### src/rtl/reset_seq.sv
// USB power-up reset sequencer: PLL lock -> PHY reset release -> core reset release -> D+ pull-up.
// Optional soft detach (DETACHED state, detach port) is enabled by defining RESET_SEQ_SOFT_DETACH_EN.
//
// state       | meaning
// HOLD        | upstream reset asserted, everything held in reset
// WAIT_LOCK   | waiting for pll_locked
// PHY_WAIT    | PLL locked, counting PHY_DLY before releasing phy_reset
// CORE_WAIT   | PHY running, counting CORE_DLY before releasing core_reset
// ATTACH_WAIT | core running, counting ATTACH_DLY before enabling the pull-up
// RUN         | attached to the bus, ready=1
// DETACHED    | software detach: pull-up off, PHY and core stay out of reset
module reset_seq #(
   parameter int PHY_DLY    = 24,
   parameter int CORE_DLY   = 240,
   parameter int ATTACH_DLY = 24000
) (
   input  logic clk,
   input  logic reset,
   input  logic pll_locked,
`ifdef RESET_SEQ_SOFT_DETACH_EN
   input  logic detach,
`endif
   output logic phy_reset,
   output logic core_reset,
   output logic pullup_en,
   output logic ready
);

   localparam int MAX_PC  = (PHY_DLY > CORE_DLY) ? PHY_DLY : CORE_DLY;
   localparam int MAX_DLY = (MAX_PC > ATTACH_DLY) ? MAX_PC : ATTACH_DLY;
   localparam int CW      = $clog2(MAX_DLY + 1);

   // Counter is cleared on state entry, so the last cycle of a wait sees DLY-1.
   localparam logic [CW-1:0] PHY_TC    = CW'(PHY_DLY - 1);
   localparam logic [CW-1:0] CORE_TC   = CW'(CORE_DLY - 1);
   localparam logic [CW-1:0] ATTACH_TC = CW'(ATTACH_DLY - 1);

   typedef enum logic [2:0] {
      HOLD        = 3'd0,
      WAIT_LOCK   = 3'd1,
      PHY_WAIT    = 3'd2,
      CORE_WAIT   = 3'd3,
      ATTACH_WAIT = 3'd4,
      RUN         = 3'd5
`ifdef RESET_SEQ_SOFT_DETACH_EN
      , DETACHED  = 3'd6
`endif
   } state_t;

   state_t          r_state;
   state_t          w_state_nxt;
   logic [CW-1:0]   r_cnt;
   logic [CW-1:0]   w_cnt_nxt;
   logic            r_phy_reset;
   logic            r_core_reset;
   logic            r_pullup_en;
   logic            r_ready;
   logic            w_phy_reset_nxt;
   logic            w_core_reset_nxt;
   logic            w_pullup_en_nxt;
   logic            w_ready_nxt;

   always_comb begin
      w_state_nxt = r_state;
      case (r_state)
         HOLD:        w_state_nxt = WAIT_LOCK;
         WAIT_LOCK:   if (pll_locked) w_state_nxt = PHY_WAIT;
         PHY_WAIT:    if (!pll_locked) w_state_nxt = WAIT_LOCK;
                      else if (r_cnt == PHY_TC) w_state_nxt = CORE_WAIT;
         CORE_WAIT:   if (!pll_locked) w_state_nxt = WAIT_LOCK;
                      else if (r_cnt == CORE_TC) w_state_nxt = ATTACH_WAIT;
         ATTACH_WAIT: if (!pll_locked) w_state_nxt = WAIT_LOCK;
                      else if (r_cnt == ATTACH_TC) w_state_nxt = RUN;
         RUN: begin
            if (!pll_locked) w_state_nxt = WAIT_LOCK;
`ifdef RESET_SEQ_SOFT_DETACH_EN
            else if (detach) w_state_nxt = DETACHED;
`endif
         end
`ifdef RESET_SEQ_SOFT_DETACH_EN
         DETACHED:    if (!pll_locked) w_state_nxt = WAIT_LOCK;
                      else if (!detach) w_state_nxt = ATTACH_WAIT;
`endif
         default:     w_state_nxt = HOLD;
      endcase
      if (reset) w_state_nxt = HOLD;

      w_cnt_nxt = r_cnt;
      if (w_state_nxt != r_state)
         w_cnt_nxt = '0;
      else if ((r_state == PHY_WAIT) || (r_state == CORE_WAIT) || (r_state == ATTACH_WAIT))
         w_cnt_nxt = r_cnt + CW'(1);

      // Outputs are decoded from the next state so they switch on the same edge as the state.
      w_phy_reset_nxt  = 1'b1;
      w_core_reset_nxt = 1'b1;
      w_pullup_en_nxt  = 1'b0;
      w_ready_nxt      = 1'b0;
      case (w_state_nxt)
         CORE_WAIT: begin
            w_phy_reset_nxt  = 1'b0;
         end
         ATTACH_WAIT: begin
            w_phy_reset_nxt  = 1'b0;
            w_core_reset_nxt = 1'b0;
         end
         RUN: begin
            w_phy_reset_nxt  = 1'b0;
            w_core_reset_nxt = 1'b0;
            w_pullup_en_nxt  = 1'b1;
            w_ready_nxt      = 1'b1;
         end
`ifdef RESET_SEQ_SOFT_DETACH_EN
         DETACHED: begin
            w_phy_reset_nxt  = 1'b0;
            w_core_reset_nxt = 1'b0;
         end
`endif
         default: begin
            w_phy_reset_nxt  = 1'b1;
         end
      endcase
   end

   always_ff @(posedge clk) begin
      if (reset) begin
         r_state      <= HOLD;
         r_cnt        <= '0;
         r_phy_reset  <= 1'b1;
         r_core_reset <= 1'b1;
         r_pullup_en  <= 1'b0;
         r_ready      <= 1'b0;
      end else begin
         r_state      <= w_state_nxt;
         r_cnt        <= w_cnt_nxt;
         r_phy_reset  <= w_phy_reset_nxt;
         r_core_reset <= w_core_reset_nxt;
         r_pullup_en  <= w_pullup_en_nxt;
         r_ready      <= w_ready_nxt;
      end
   end

   assign phy_reset  = r_phy_reset;
   assign core_reset = r_core_reset;
   assign pullup_en  = r_pullup_en;
   assign ready      = r_ready;

endmodule

### config.mk
export PLATFORM = sky130hd
export DESIGN_NAME = reset_seq
export DESIGN_NICKNAME = d
export VERILOG_FILES = /design/src/rtl/reset_seq.sv
export SDC_FILE = /design/constraint.sdc
export NUM_CORES = 1
export LEC_CHECK = 0
export CAP_MARGIN = 30
export CORE_MARGIN = 3
export CORE_UTILIZATION = 45
export CTS_CLUSTER_SIZE = 14
export DETAILED_ROUTE_END_ITERATION = 8
export PLACE_DENSITY_LB_ADDON = 0.15
export SYNTH_ARGS = -nofsm -noshare
export SYNTH_HDL_FRONTEND = slang
export SYNTH_SLANG_ARGS = --single-unit
export TNS_END_PERCENT = 1
### constraint.sdc
create_clock -name clk -period 2.4 [get_ports clk]
set_clock_uncertainty 0.05 [all_clocks]
set_input_delay 0.48 -clock clk [delete_from_list [all_inputs] [get_ports clk]]
set_output_delay 0.48 -clock clk [all_outputs]
set_load 0.03 [all_outputs]
==> run_summary.xml <==
<?xml version="1.0" encoding="UTF-8"?>
<metrics>
  <group name="outcome">
    <metric name="result_of_the_run" unit="">finished clean</metric>
  </group>
  <group name="flow_run">
    <metric name="drv_cap" unit="">0</metric>
  </group>
  <group name="sta">
    <metric name="setup_viol_count_final" unit="">0</metric>
    <metric name="totalNegativeSetupSlack" unit="ns">0</metric>
    <metric name="max_slew.worst_pin.slew" unit="ns">0.455</metric>
    <metric name="finalCritPeriodShare" unit="">0.930</metric>
    <metric name="max_slew_margin" unit="">0.696</metric>
    <metric name="grt_setup_unrepaired" unit="">false</metric>
    <metric name="fmax" unit="MHz">448</metric>
    <metric name="timing.final.crit_period" unit="ns">2.23</metric>
    <metric name="slew_violations" unit="">0</metric>
    <metric name="finalHoldViolCount" unit="">0</metric>
  </group>
  <group name="synth">
    <metric name="avgSynthCellArea" unit="um2">8.62</metric>
    <metric name="synth_nets" unit="">139</metric>
    <metric name="synth_sequential_area_ratio" unit="">0.361</metric>
    <metric name="post_synth_main_area_contributors" unit="">dfxtp_1 (36%), xnor2_1 (9.8%), nor2_1 (4.2%), nor3b_1 (3.9%), nand2_1 (3.5%)</metric>
    <metric name="syn-cell-area" unit="um2">1160</metric>
    <metric name="number_of_warning_messages_in_the_yosys_log" unit="">0</metric>
    <metric name="synth_top_cell_area_share" unit="">0.361</metric>
    <metric name="register_bit_total_from_synthesis" unit="">21</metric>
    <metric name="synth_cells" unit="">135</metric>
    <metric name="yosysTopAreaCell" unit="">dfxtp_1</metric>
    <metric name="synth.lib_cells_used.distinct" unit="">38</metric>
  </group>
  <group name="finish">
    <metric name="layout.filler_cells" unit="">224</metric>
    <metric name="syn2layout_area_growth" unit="%">10.4</metric>
    <metric name="n_antenna_cell" unit="">0</metric>
    <metric name="design.final.nets" unit="">148</metric>
    <metric name="final_core_util" unit="">0.549</metric>
    <metric name="final_layout_size_suffix_gt1_frac" unit="">0.0979</metric>
  </group>
  <group name="worst_setup_path">
    <metric name="crit_buf_inv" unit="">1</metric>
    <metric name="cpLargestDelayFamily" unit="">compound AO/OA/AOI/OAI gates</metric>
    <metric name="rr_startpoint" unit="">r_cnt[0]</metric>
    <metric name="cp_slowest_stage_delay" unit="ns">0.41</metric>
    <metric name="worst-setup-path-type" unit="">reg2reg</metric>
    <metric name="critical_path_peak_fanout" unit="">15</metric>
    <metric name="setup.worst_path.end_class" unit="">flip-flop</metric>
    <metric name="rr_endpoint" unit="">r_cnt[14]</metric>
    <metric name="startpoint_type" unit="">flip-flop</metric>
    <metric name="timing.critical_path.cells" unit="">ha_1 -&gt; nand4b_1 -&gt; or4_1 -&gt; o31a_1 -&gt; o41ai_4 -&gt; buf_4 -&gt; nor3b_1</metric>
    <metric name="worstRegToRegCells" unit="">7</metric>
    <metric name="cp.arrival" unit="ns">2.39</metric>
    <metric name="worstPathRequired" unit="ns">2.56</metric>
    <metric name="timing.reg2reg.setup_slack" unit="ns">0.17</metric>
    <metric name="timing.critical_path.slowest_stage_cell" unit="">or4_1</metric>
  </group>
  <group name="placement">
    <metric name="globalplace.congestion" unit="">0.765</metric>
    <metric name="buffer_ports.inserted" unit="">6</metric>
    <metric name="hpwlAfterDp" unit="mm">1.67</metric>
  </group>
  <group name="drt">
    <metric name="detailedRoute.firstIterationViolations" unit="">32</metric>
    <metric name="viasPerCell" unit="">5.73</metric>
    <metric name="detail_route.wl_per_cell" unit="um">13.5</metric>
    <metric name="finalWirelength" unit="mm">2.32</metric>
    <metric name="detailedRoute.firstPassIterationCount" unit="">4</metric>
    <metric name="final_antenna_violating_net_count" unit="">0</metric>
    <metric name="vias" unit="">980</metric>
    <metric name="number_of_remaining_drc_errors" unit="">0</metric>
  </group>
  <group name="global_route">
    <metric name="track_usage" unit="">0.161</metric>
    <metric name="gr-usage-met1" unit="">0.206</metric>
    <metric name="overflow" unit="">0</metric>
    <metric name="most_used_routing_layer" unit="">met2</metric>
    <metric name="grt_first_pass_wirelength" unit="mm">4.14</metric>
    <metric name="grt_max_degree" unit="">16</metric>
    <metric name="grt_pass1_vias" unit="">936</metric>
    <metric name="grt_util_met3" unit="">0.0253</metric>
    <metric name="antenna_found_initial" unit="">0</metric>
    <metric name="use_met2" unit="">0.271</metric>
  </group>
  <group name="die">
    <metric name="num_io_pins" unit="">7</metric>
    <metric name="die_width" unit="um">56.9</metric>
    <metric name="die_area" unit="um2">3230</metric>
    <metric name="fp-row-count" unit="">17</metric>
    <metric name="placeableCoreArea" unit="um2">2340</metric>
    <metric name="initial_core_util" unit="">0.497</metric>
    <metric name="dieHeight" unit="um">56.9</metric>
  </group>
  <group name="cts">
    <metric name="insertion_delay" unit="ns">0.31</metric>
    <metric name="h-tree-depth" unit="">1</metric>
    <metric name="ctsLongestPathBuffers" unit="">2</metric>
    <metric name="cts_tree" unit="">yes</metric>
    <metric name="numCtsBuffers" unit="">3</metric>
    <metric name="cts_root_buf" unit="">clkbuf_4</metric>
    <metric name="cts_repair_resize_count" unit="">0</metric>
    <metric name="cts.repair_timing.setup_buffer_count" unit="">0</metric>
    <metric name="hold_buffers" unit="">0</metric>
    <metric name="reg_clk_slew_reported_paths" unit="ns">0.12</metric>
    <metric name="clock_sink_count" unit="">21</metric>
  </group>
  <group name="power">
    <metric name="power.density_cell_area" unit="nW/um2">464</metric>
    <metric name="power.switching" unit="uW">152</metric>
    <metric name="comb_power_share" unit="">0.103</metric>
    <metric name="switching_share" unit="">0.256</metric>
    <metric name="clock_power_share" unit="">0.289</metric>
    <metric name="p_seq_frac" unit="">0.608</metric>
    <metric name="p_leak" unit="nW">0.414</metric>
    <metric name="internal_power" unit="uW">443</metric>
    <metric name="vdd_ir_drop_max" unit="V">0.000393</metric>
  </group>
  <group name="min_path">
    <metric name="timing.hold.worst_endpoint" unit="">r_cnt[8]</metric>
    <metric name="hold_path_class" unit="">reg2reg</metric>
    <metric name="hold_path_depth" unit="">2</metric>
    <metric name="worst_min_delay_path_startpoint" unit="">r_cnt[8]</metric>
  </group>
</metrics>
## Yosys cell counts
cell / number
o211ai_1: 1
o21ai_1: 1
buf_6: 1
nand2_1: 11
o22ai_1: 1
inv_1: 5
xnor2_1: 13
or3_1: 2
a31oi_1: 2
nand3_1: 4
nor2_1: 13
nor3_1: 7
a21o_1: 3
nand3b_1: 1
o31ai_1: 1
nand4bb_1: 1
nor2b_1: 1
mux2i_1: 2
o311a_2: 1
buf_4: 1
and3_1: 2
a21oi_1: 2
clkbuf_1: 4
ha_1: 1
nand2b_1: 3
o21a_1: 1
o22a_1: 1
o21ai_0: 6
dfxtp_1: 21
nor4_1: 3
o2111ai_1: 2
o41ai_4: 1
buf_2: 1
o31a_1: 1
or4_1: 2
nor3b_1: 6
nand4b_1: 3
nor3b_2: 3
## layout make-up
| class | count | area (um2) | share of cell area |
|---|---|---|---|
| timing repair buffer | 11 | 97.6 | 0.0759 |
| clock buffer | 3 | 22.5 | 0.0175 |
| inverter | 5 | 18.8 | 0.0146 |
| sequential | 21 | 420 | 0.327 |
| clock inverter | 1 | 5.00 | 0.00389 |
| tap | 28 | 35.0 | 0.0273 |
| multi-input combinational | 102 | 686 | 0.534 |
## cells by family (layout without fill, tap and decap cells)
kind of cell             count (synthesis)  in the layout  synth area share
XOR/XNOR                                13             13            0.0979
AO/OA/AOI/OAI                           24             24             0.157
buffers and inverters                   12             20            0.0495
AND/OR/NAND/NOR                         62             62             0.306
flip-flops                              21             21             0.361
multiplexers                             2              2            0.0172
adder cells (fa/ha/maj)                  1              1            0.0108
## sequential cells by signal (all words and copies together) (netlist names)
name        count
r_cnt          15
r_state         3
core_reset      1
phy_reset       1
ready           1
## cell usage in the layout, fill, tap and decap left out, drive strengths merged
master,n
o211ai,1
dfxtp,21
buf,5
ha,1
nand2,11
o21ai,7
and3,2
a31oi,2
nand3b,1
nand4bb,1
or4,2
a21oi,2
xnor2,13
clkinv,1
nor3,7
inv,5
nor2b,1
clkbuf,3
o31a,1
o31ai,1
o41ai,1
nor4,3
mux2i,2
clkdlybuf4s50,6
o21a,1
nand2b,3
nand4b,3
a21o,3
o22ai,1
or3,2
nor3b,9
o22a,1
nor2,13
o2111ai,2
o311a,1
nand3,4
## through the flow
stage | total power, mW | area [um2] | instances | worst slack [ns] | hold slack, ns
floorplan | 0.413 | 1160 | 135 | 0.272 | 0.473
global placement | 0.430 | 1260 | 167 | 0.168 | 0.505
detailed placement | 0.432 | 1260 | 167 | 0.114 | 0.513
CTS | 0.606 | 1280 | 171 | 0.171 | 0.531
global route | 0.628 | 1280 | 171 | 0.0708 | 0.550
finish | 0.596 | 1280 | 171 | 0.168 | 0.531
## metal layers
| layer | vias to the layer above | wire (um) |
|---|---|---|
| met5 | - | 0 |
| met4 | 0 | 34 |
| met3 | 4 | 89 |
| met2 | 22 | 1100 |
| met1 | 454 | 1090 |
| li1 | 500 | - |
## worst max path at each step
stage	startpoint	endpoint	slack [ns]	depth (start not counted)
2_1_floorplan	r_cnt[0]	r_cnt[11]	0.27	7
3_3_place_gp	reset	r_cnt[13]	0.17	7
3_5_place_dp	reset	r_cnt[14]	0.11	7
4_1_cts	r_cnt[0]	r_cnt[14]	0.17	7
5_1_grt	r_cnt[0]	r_cnt[7]	0.07	7
6_report	r_cnt[0]	r_cnt[14]	0.17	7
## power groups by stage
stage	combinational (mW)	clock [mW]	sequential (mW)
2_1_floorplan	0.0473	0	0.365
3_3_place_gp	0.0605	0	0.369
3_5_place_dp	0.0620	0	0.370
4_1_cts	0.0621	0.182	0.362
5_1_grt	0.0673	0.197	0.364
6_report	0.0615	0.172	0.362
## worst min-delay path, stage by stage (launching register included)
cell and delay (ns):
dfxtp_1 0.35, xnor2_1 0.16, nor3b_1 0.05
(Power assumes the default switching activity.)
